===== config.mk =====
export PLATFORM = sky130hd
export DESIGN_NAME = q_pulse_serializer
export DESIGN_NICKNAME = d
export VERILOG_FILES = /design/src/rtl/q_pulse_serializer.sv
export SDC_FILE = /design/constraint.sdc
export NUM_CORES = 1
export LEC_CHECK = 0
export ABC_CLOCK_PERIOD_IN_PS = 4500
export CAP_MARGIN = 20
export CORE_UTILIZATION = 50
export CTS_CLUSTER_DIAMETER = 30
export DETAILED_ROUTE_END_ITERATION = 12
export PLACE_DENSITY = 0.81
export SLEW_MARGIN = 20
export SYNTH_ARGS = -nofsm -noshare
export SYNTH_HDL_FRONTEND = slang
export SYNTH_SLANG_ARGS = --single-unit

===== constraint.sdc =====
create_clock -name clk -period 4.5 [get_ports clk]
set_input_delay 1.125 -clock clk [delete_from_list [all_inputs] [get_ports clk]]
set_output_delay 1.125 -clock clk [all_outputs]
set_load 0.005 [all_outputs]

===== src/rtl/q_pulse_serializer.sv =====
// ---------------------------------------------------------------------------
// q_pulse_serializer
//
// Transmit end of the serialized-Q link. A parallel Q value is turned into a
// train of pulses, one pulse per Q_PER_PULSE units of Q. The remainder is
// dropped. Each train ends with an idle gap that is long enough for the
// receiver's watchdog to expire, which is how the receiver detects the end of
// a frame.
//
// Ports:
//   clk          rising-edge clock
//   rst          synchronous active-high reset
//   enable       run enable; while low the FSM, its timer and the datapath
//                hold their values
//   q_in         Q value to transmit; sampled only when it is accepted
//   q_valid      q_in is valid
//   q_ready      serializer is idle and enabled, so it can accept q_in
//   q_serialized pulse train output (high while in HIGH)
//   busy         a frame is in progress
//   frame_done   one-cycle strobe in the first idle cycle after the gap
//   pulse_count  pulses emitted in the current or most recent frame
// ---------------------------------------------------------------------------
module q_pulse_serializer #(
    parameter int BUS_WIDTH      = 10,
    parameter int Q_PER_PULSE    = 3,
    parameter int PULSE_DURATION = 3,
    parameter int WTD_BUS_WIDTH  = 3,
    parameter int FRAME_GAP      = 2**WTD_BUS_WIDTH + 2
) (
    input  logic                 clk,
    input  logic                 rst,
    input  logic                 enable,
    input  logic [BUS_WIDTH-1:0] q_in,
    input  logic                 q_valid,
    output logic                 q_ready,
    output logic                 q_serialized,
    output logic                 busy,
    output logic                 frame_done,
    output logic [BUS_WIDTH-1:0] pulse_count
);

    // The timer has to reach the longer of the pulse phase and the frame gap.
    localparam int MAX_TIME = (PULSE_DURATION > FRAME_GAP) ? PULSE_DURATION : FRAME_GAP;
    localparam int TIMER_W  = $clog2(MAX_TIME + 1);

    localparam logic [BUS_WIDTH-1:0] QPP         = BUS_WIDTH'(Q_PER_PULSE);
    localparam logic [TIMER_W-1:0]   PULSE_LAST  = TIMER_W'(PULSE_DURATION - 1);
    localparam logic [TIMER_W-1:0]   GAP_LAST    = TIMER_W'(FRAME_GAP - 1);

    typedef enum logic [1:0] {
        IDLE = 2'd0,
        HIGH = 2'd1,
        LOW  = 2'd2,
        GAP  = 2'd3
    } state_t;

    state_t               r_state;
    state_t               w_nextState;
    logic [TIMER_W-1:0]   r_timer;
    logic [BUS_WIDTH-1:0] r_remaining;
    logic [BUS_WIDTH-1:0] r_pulseCount;
    logic                 r_frameDone;

    logic w_accept;
    logic w_timerLast;
    logic w_phaseEnd;
    logic w_qInEnough;
    logic w_remEnough;

    assign w_accept    = q_valid & q_ready;
    assign w_qInEnough = (q_in >= QPP);
    assign w_remEnough = (r_remaining >= QPP);

    // The gap uses its own terminal count; HIGH and LOW share the pulse one.
    assign w_timerLast = (r_state == GAP) ? (r_timer == GAP_LAST) : (r_timer == PULSE_LAST);

    // A timed phase only ends on an enabled edge, so a frozen FSM never
    // advances and never emits frame_done until enable returns.
    assign w_phaseEnd  = enable & w_timerLast;

    assign frame_done  = r_frameDone;
    assign pulse_count = r_pulseCount;

    // State register together with the timer and the pulse datapath. The
    // subtraction of Q_PER_PULSE is only ever done after the remaining value
    // was checked to be large enough, so remaining cannot underflow.
    always_ff @(posedge clk) begin
        if (rst) begin
            r_state      <= IDLE;
            r_timer      <= '0;
            r_remaining  <= '0;
            r_pulseCount <= '0;
            r_frameDone  <= 1'b0;
        end else begin
            r_state     <= w_nextState;
            r_frameDone <= 1'b0;
            case (r_state)
                IDLE: begin
                    r_timer <= '0;
                    if (w_accept) begin
                        if (w_qInEnough) begin
                            r_remaining  <= q_in - QPP;
                            r_pulseCount <= BUS_WIDTH'(1);
                        end else begin
                            r_remaining  <= '0;
                            r_pulseCount <= '0;
                        end
                    end
                end
                HIGH, LOW, GAP: begin
                    if (enable) begin
                        if (w_timerLast) begin
                            r_timer <= '0;
                        end else begin
                            r_timer <= r_timer + TIMER_W'(1);
                        end
                    end
                    if (r_state == LOW && w_phaseEnd) begin
                        r_remaining  <= r_remaining - QPP;
                        r_pulseCount <= r_pulseCount + BUS_WIDTH'(1);
                    end
                    if (r_state == GAP && w_phaseEnd) begin
                        r_frameDone <= 1'b1;
                    end
                end
                default: begin
                    r_timer <= '0;
                end
            endcase
        end
    end

    // Next-state decode. A value too small for a single pulse goes straight
    // to the gap so the receiver still sees a (zero-pulse) frame end.
    always_comb begin
        w_nextState = r_state;
        case (r_state)
            IDLE: begin
                if (w_accept) begin
                    w_nextState = w_qInEnough ? HIGH : GAP;
                end
            end
            HIGH: begin
                if (w_phaseEnd) begin
                    w_nextState = w_remEnough ? LOW : GAP;
                end
            end
            LOW: begin
                if (w_phaseEnd) begin
                    w_nextState = HIGH;
                end
            end
            GAP: begin
                if (w_phaseEnd) begin
                    w_nextState = IDLE;
                end
            end
            default: begin
                w_nextState = IDLE;
            end
        endcase
    end

    // Moore outputs decoded from the current state.
    always_comb begin
        q_serialized = (r_state == HIGH);
        busy         = (r_state != IDLE);
        q_ready      = (r_state == IDLE) & enable;
    end

endmodule


* After elaboration in Yosys (flattened, before gate mapping)
Cells that the tools add are included.
Storage, ports and cells: memories 0, output and inout bits 14, bits of input ports 14, memory bits (read-only) 0, bits in latches 0, memory bits (writable) 0, word-level logic and storage cells 54, flip-flop bits (word level) 27
Cells by class: order comparisons 2, muxes and demuxes 20, bitwise logic cells 4, shift operators 0, $mul 0, $add $sub $neg 4, divide/modulo/power cells 0, reduce and logical (&&, ||, !) cells 8, equal/unequal tests 11
Operators with widths (count):
- 2-to-1 mux 10 bit | 5
- case mux 10 bit (2 select lines) | 2
- >= comparator 10 x 2 -> 1 bit, second input constant | 2
- subtractor 10 x 2 -> 10 bit, second input constant | 2
- adder 10 x 1 -> 10 bit, second input constant | 1
- 2-to-1 mux 2 bit | 5
- inequality test 2 bit, second input constant | 5
- 2-to-1 mux 4 bit | 2
- case mux 2 bit (4 select lines) | 1
- case mux 4 bit (2 select lines) | 1
- adder 4 x 1 -> 4 bit, second input constant | 1
- == test 2 bit, second input constant | 2
- == test 4 x 2 -> 1 bit, second input constant | 1
- == test 4 bit, second input constant | 1
- 2-to-1 mux 1 bit | 4
- AND reduction 4 bit | 1
- AND 1 bit | 3
- OR reduction 3 bit | 1
- == test 2 x 1 -> 1 bit, second input constant | 1
- logical AND 1 bit | 2
- logical NOT 2 bit | 1
- inequality test 2 x 1 -> 1 bit, second input constant | 1
- AND reduction 2 bit | 1
- nonzero test 2 bit | 1
- 2 further kinds | 2

* Logic depth before layout (Yosys ltp)
Gate-level depths: netlist (run 1).
word-level depth 6, gate-level depth with buffers 8, gate-level depth less buffers 5

* Worst setup path before layout (run 1)
OpenSTA, ideal clock, no wires.
kind input to output, start point input port enable, end point output port q_ready, slack 1.871 ns, buffers on the path 1, stages on the path 2, required time 3.375 ns, arrival time 1.504 ns, cells stage by stage clkbuf_1 and2_1
On the way: longest elaborated chain between the ends 1
Ends and longest elaborated chain:
- start, declared | line 32 | input logic enable,
- AND 1 bit | line 168 | q_ready = (r_state == IDLE) & enable;
- end, declared | line 35 | output logic q_ready,
No other way between the ends.

* Worst setup path in the final report (run 1)
start point register r_state[1], end point output port busy
On the way: longest elaborated chain between the ends 1
Ends and longest elaborated chain:
- start, declared | line 57 | state_t r_state;
- start signal, assigned | line 95 | r_state <= w_nextState;
- nonzero test 2 bit | line 167 | busy = (r_state != IDLE);
- end, declared | line 37 | output logic busy,
No other way between the ends.

==> out/qor.txt, run 1 <==
Avg Cell Area, Syn = 7.98 µm²
GPL Wtd Cong = 0.874
DPL Wire Length = 2.78 mm
row count = 20
worst-path maximum fanout = 14
initial antenna violation count = 0
CTS Buffer Depth = 2
FMAX = 284 MHz
# hold bufs at CTS = 0
Startpoint Class = flip-flop
I/O Buffers = 27
Post-synth EDFFs = 0
biggest cell delay along the critical path = 0.64 ns
run status = completed
clock buffer count from CTS = 3
worst path bufs/invs = 2
slew margin rel. = 43.5%
top-count cell post-synth = dfxtp_1
cells after synthesis = 213
Setup TNS Final = 0 ns
# Post-CTS Setup Buffers = 0
final core occ = 64.6%
Worst-path clk slew = 0.15 ns
Max Cap Viol = 0
width of the die = 60.3 µm
total routed wirelength = 3.76 mm
Tot GR Track Use = 23.1%
final hold violations = 0
Worst Clk Skew = 0.00245 ns
hold slack final = 0.482 ns
RSZ-0062 raised after global routing = false
final setup vio count = 0
placed insts = 275
CTS tree = yes
Die H = 60.3 µm
CP required = 3.38 ns
Area contributors post-synth = dfxtp_1, a21oi_1, or3_1, nor3_1, o21ai_0
DRT Pass-1 Iters = 4
Crit path arrival time = 2.40 ns
# DRC = 0
layout cells sized above 1 = 4.68%
DR WL/cell = 13.5 µm
post-cts resize count = 0
Initial Util = 54.3%
vias in the first global route = 1459
Cell variety after synth = 45
largest net degree at the start of global routing = 24
ys flop type = dfxtp_1
Layout Nets = 254
first-pass GRT wire length = 6.37 mm
Warnings, synthesis = 0
Syn Nets = 231
Finished Layout Cells = 279
Hold Path Class = flip-flop to flip-flop
number of synthesized register bits = 27
cell family with most CP delay = buffers and inverters
share of flip-flops with an asynchronous set or reset = 0%
root cell of the clock tree = clkbuf_4
clock net sink count = 27
post-layout min period = 3.52 ns
Max H-tree Level = 1
GRT Residual Overflow = 0
Peak VDD IR = 0.107 mV
leakage = 0.000653 µW
Tightest Pin Transition = 0.826 ns
register area share after synthesis = 31.8%
Placeable Area = 3130 µm²
share of the synthesized area in the top cell type = 31.8%
DIE AREA = 3640 µm²
Final Slew Violations = 0
io pins = 28
Ant. Diodes = 0
worst skew pair latency = 0.34 ns
Critical Path End Type = output pin
initial DRC count = 83
kind of critical path = flip-flop to output pin
area grow syn2layout = 19.0%
post-synth top area cell = dfxtp_1
worst-path cell chain = nor2_1 -> inv_1 -> clkdlybuf4s50_1
P per Cell Area = 231 nW/µm²
ANT nets after route = 0
Synth Cell Area = 1700 µm²
Post-synth top cells = dfxtp_1, a21oi_1
Max stage delay cell, worst path = nor2_1
final worst path period share = 78.3%
Via density = 5.96
DR vias = 1664
-- power breakdown --
group | switching [µW] | total (µW) | internal, µW
Sequential | 10.1 | 257 | 247
Clock | 77.6 | 111 | 33.6
Combinational | 52.5 | 99.2 | 46.7
-- worst reg2reg max path: cells and delay by family (launching register included) --
| family | cells | cell delay [ns] |
|---|---|---|
| AND/OR/NAND/NOR | 2 | 0.83 |
| AO/OA/AOI/OAI | 2 | 0.69 |
| flip-flops | 1 | 0.48 |
| buffers and inverters | 1 | 0.39 |
-- kinds of logic after synthesis --
family	Yosys count	synth area share (%)
XOR/XNOR	4	2.06
buffers and inverters	16	3.53
AND/OR/NAND/NOR	94	32.4
multiplexers	5	3.09
AO/OA/AOI/OAI	63	24.2
flip-flops	27	31.8
adder cells (fa/ha/maj)	4	2.95
-- through the flow --
step                      total power [µW]  worst slack (ns)  area, µm²
final                                  468             0.977       2020
after global routing                   495             0.759       2020
after CTS                              469             0.984       2020
after detailed placement               361             0.990       1990
after global placement                 360             0.992       1990
after floorplan                        323              1.87       1700
-- layout by cell type (no fill, tap or decap), drive strengths merged, types with 7 or more instances in the layout --
cell type	n
nand2	12
nor2	12
o21ai	13
nor3	12
nand2b	7
clkdlybuf4s50	27
dfxtp	27
or3	10
a21oi	17
-- area by class of cell --
| class | instances | area, µm² |
|---|---|---|
| Clock buffer | 3 | 22.5 |
| Fill cell | 298 | 1110 |
| Multi-Input combinational cell | 170 | 1100 |
| Inverter | 6 | 22.5 |
| Sequential cell | 27 | 541 |
| Timing Repair Buffer | 28 | 278 |
| Tap cell | 44 | 55.1 |
| Clock inverter | 1 | 5.00 |
-- registers in the layout, summed over array words and instances, names as in the netlist --
register     cells
pulse_count     10
r_remaining     10
r_timer          4
r_state          2
frame_done       1
-- routing by layer --
layer,GRT usage (%),part of all wire [%]
met1,30.7,48
met2,37.4,47
met3,3.90,4.0
met4,7.97,0.80
met5,0,0
-- final timing paths --
kind / cells past startpoint / startpoint / end / slack [ns]
worst max register to register: 5 / r_state[1] / r_remaining[5] / 2.05
worst min register to register: 2 / pulse_count[9] / pulse_count[9] / 0.48
worst min-delay path: 2 / pulse_count[9] / pulse_count[9] / 0.48
worst max-delay path: 3 / r_state[1] / busy / 0.98
Power figures use the tool's default switching activity.
==> run 2: changes to the inputs <==
- ABC_CLOCK_PERIOD_IN_PS: 4500 -> 2900
- CORE_UTILIZATION: 50 -> 48
- clock period: 4.5 -> 2.9 ns (I/O delays scaled with it)
==> out/qor.txt, run 2 (synthesized netlist as in run 1, its figures left out) <==
DR vias = 1739
worst-path maximum fanout = 4
post-cts resize count = 0
fill cell count = 351
first-pass GRT wire length = 6.44 mm
area grow syn2layout = 22.8%
FMAX = 380 MHz
DPL Wire Length = 2.88 mm
overall power = 730 µW
CP required = 2.17 ns
Placeable Area = 3360 µm²
final hold violations = 0
Place WS = 0.273 ns
Final Slew Violations = 0
Tot GR Track Use = 22.1%
I/O Buffers = 27
worst path bufs/invs = 2
final setup vio count = 0
width of the die = 61.5 µm
post-layout min period = 2.63 ns
DIE AREA = 3780 µm²
run status = completed
Initial Util = 50.5%
clock net sink count = 27
Worst Clk Skew = 0.0154 ns
P per Cell Area = 350 nW/µm²
hold slack final = 0.483 ns
io pins = 28
# DRC = 0
worst-path cell chain = clkdlybuf4s50_1 -> and2_1 -> clkdlybuf4s50_1
Via density = 6.02
root cell of the clock tree = clkbuf_4
Ant. Diodes = 0
Critical Path End Type = output pin
vias in the first global route = 1493
DRT Pass-1 Iters = 4
Die H = 61.5 µm
Max H-tree Level = 1
slew margin rel. = 51.6%
RSZ-0062 raised after global routing = false
area post-placement = 2060 µm²
Startpoint Class = primary input
ANT nets after route = 0
# Post-CTS Setup Buffers = 0
final worst path period share = 90.8%
CTS Buffer Depth = 2
kind of critical path = primary input to output pin
initial DRC count = 99
final setup margin = 0.266 ns
post-route cell area = 2090 µm²
GRT Residual Overflow = 0
worst skew pair latency = 0.33 ns
Peak VDD IR = 0.151 mV
biggest cell delay along the critical path = 0.54 ns
Hold Path Class = flip-flop to flip-flop
crit-path most repeated cell = clkdlybuf4s50_1
Max stage delay cell, worst path = clkdlybuf4s50_1
total routed wirelength = 3.86 mm
clock buffer count from CTS = 3
largest net degree at the start of global routing = 17
# hold bufs at CTS = 0
DR WL/cell = 13.4 µm
Layout Nets = 262
leakage = 0.000689 µW
initial antenna violation count = 0
Tightest Pin Transition = 0.708 ns
row count = 21
Setup TNS Final = 0 ns
CTS tree = yes
GPL Wtd Cong = 0.789
Worst-path clk slew = 0.14 ns
Crit path arrival time = 1.91 ns
most frequent cells in the layout = dfxtp_1, clkdlybuf4s50_1, a21oi_1
cell family with most CP delay = buffers and inverters
layout cells sized above 1 = 7.82%
Max Cap Viol = 0
## run 2: through the flow
step	cells	utilization, %
2_1_floorplan	213	-
3_3_place_gp	285	61.2
3_5_place_dp	285	61.2
4_1_cts	289	62.1
5_1_grt	289	62.1
6_report	289	62.1
## run 2: worst paths after layout
kind                  startpoint        endpoint  slack, ns  cells after the start
setup / recovery          enable         q_ready       0.27                      3
setup reg to reg  r_remaining[0]      r_state[0]       0.73                      5
hold reg to reg   pulse_count[9]  pulse_count[9]       0.48                      2
hold / removal    pulse_count[9]  pulse_count[9]       0.48                      2
## run 2: layer usage
layer  track usage [%]  vias up  part of all wire (%)
met4              6.98        0                   1.1
met5                 0        -                     0
li1                  -      881                     -
met2              38.1       42                    49
met1              29.0      812                    47
met3              2.31        4                   2.9
## run 2: report_power, final
part | internal [µW] | switching [µW] | total [µW]
Clock | 52.7 | 115 | 168
Sequential | 383 | 15.8 | 399
Combinational | 80.5 | 82.9 | 163
## run 2: layout make-up
cell class / count / area, µm² / share of cell area [%]
flip-flops and latches: 27 / 541 / 25.9
repair buffers: 36 / 338 / 16.2
clock inverters: 1 / 7.51 / 0.360
inverters: 6 / 22.5 / 1.08
multi-input cells: 170 / 1100 / 52.6
clock buffers: 3 / 22.5 / 1.08
well taps: 46 / 57.6 / 2.76
## run 2: worst min-delay path, delay by kind of cell (launching register included)
kind,cells,cell delay [ns]
muxes,1,0.05
DFF,1,0.35
and+or+nand+nor,1,0.05
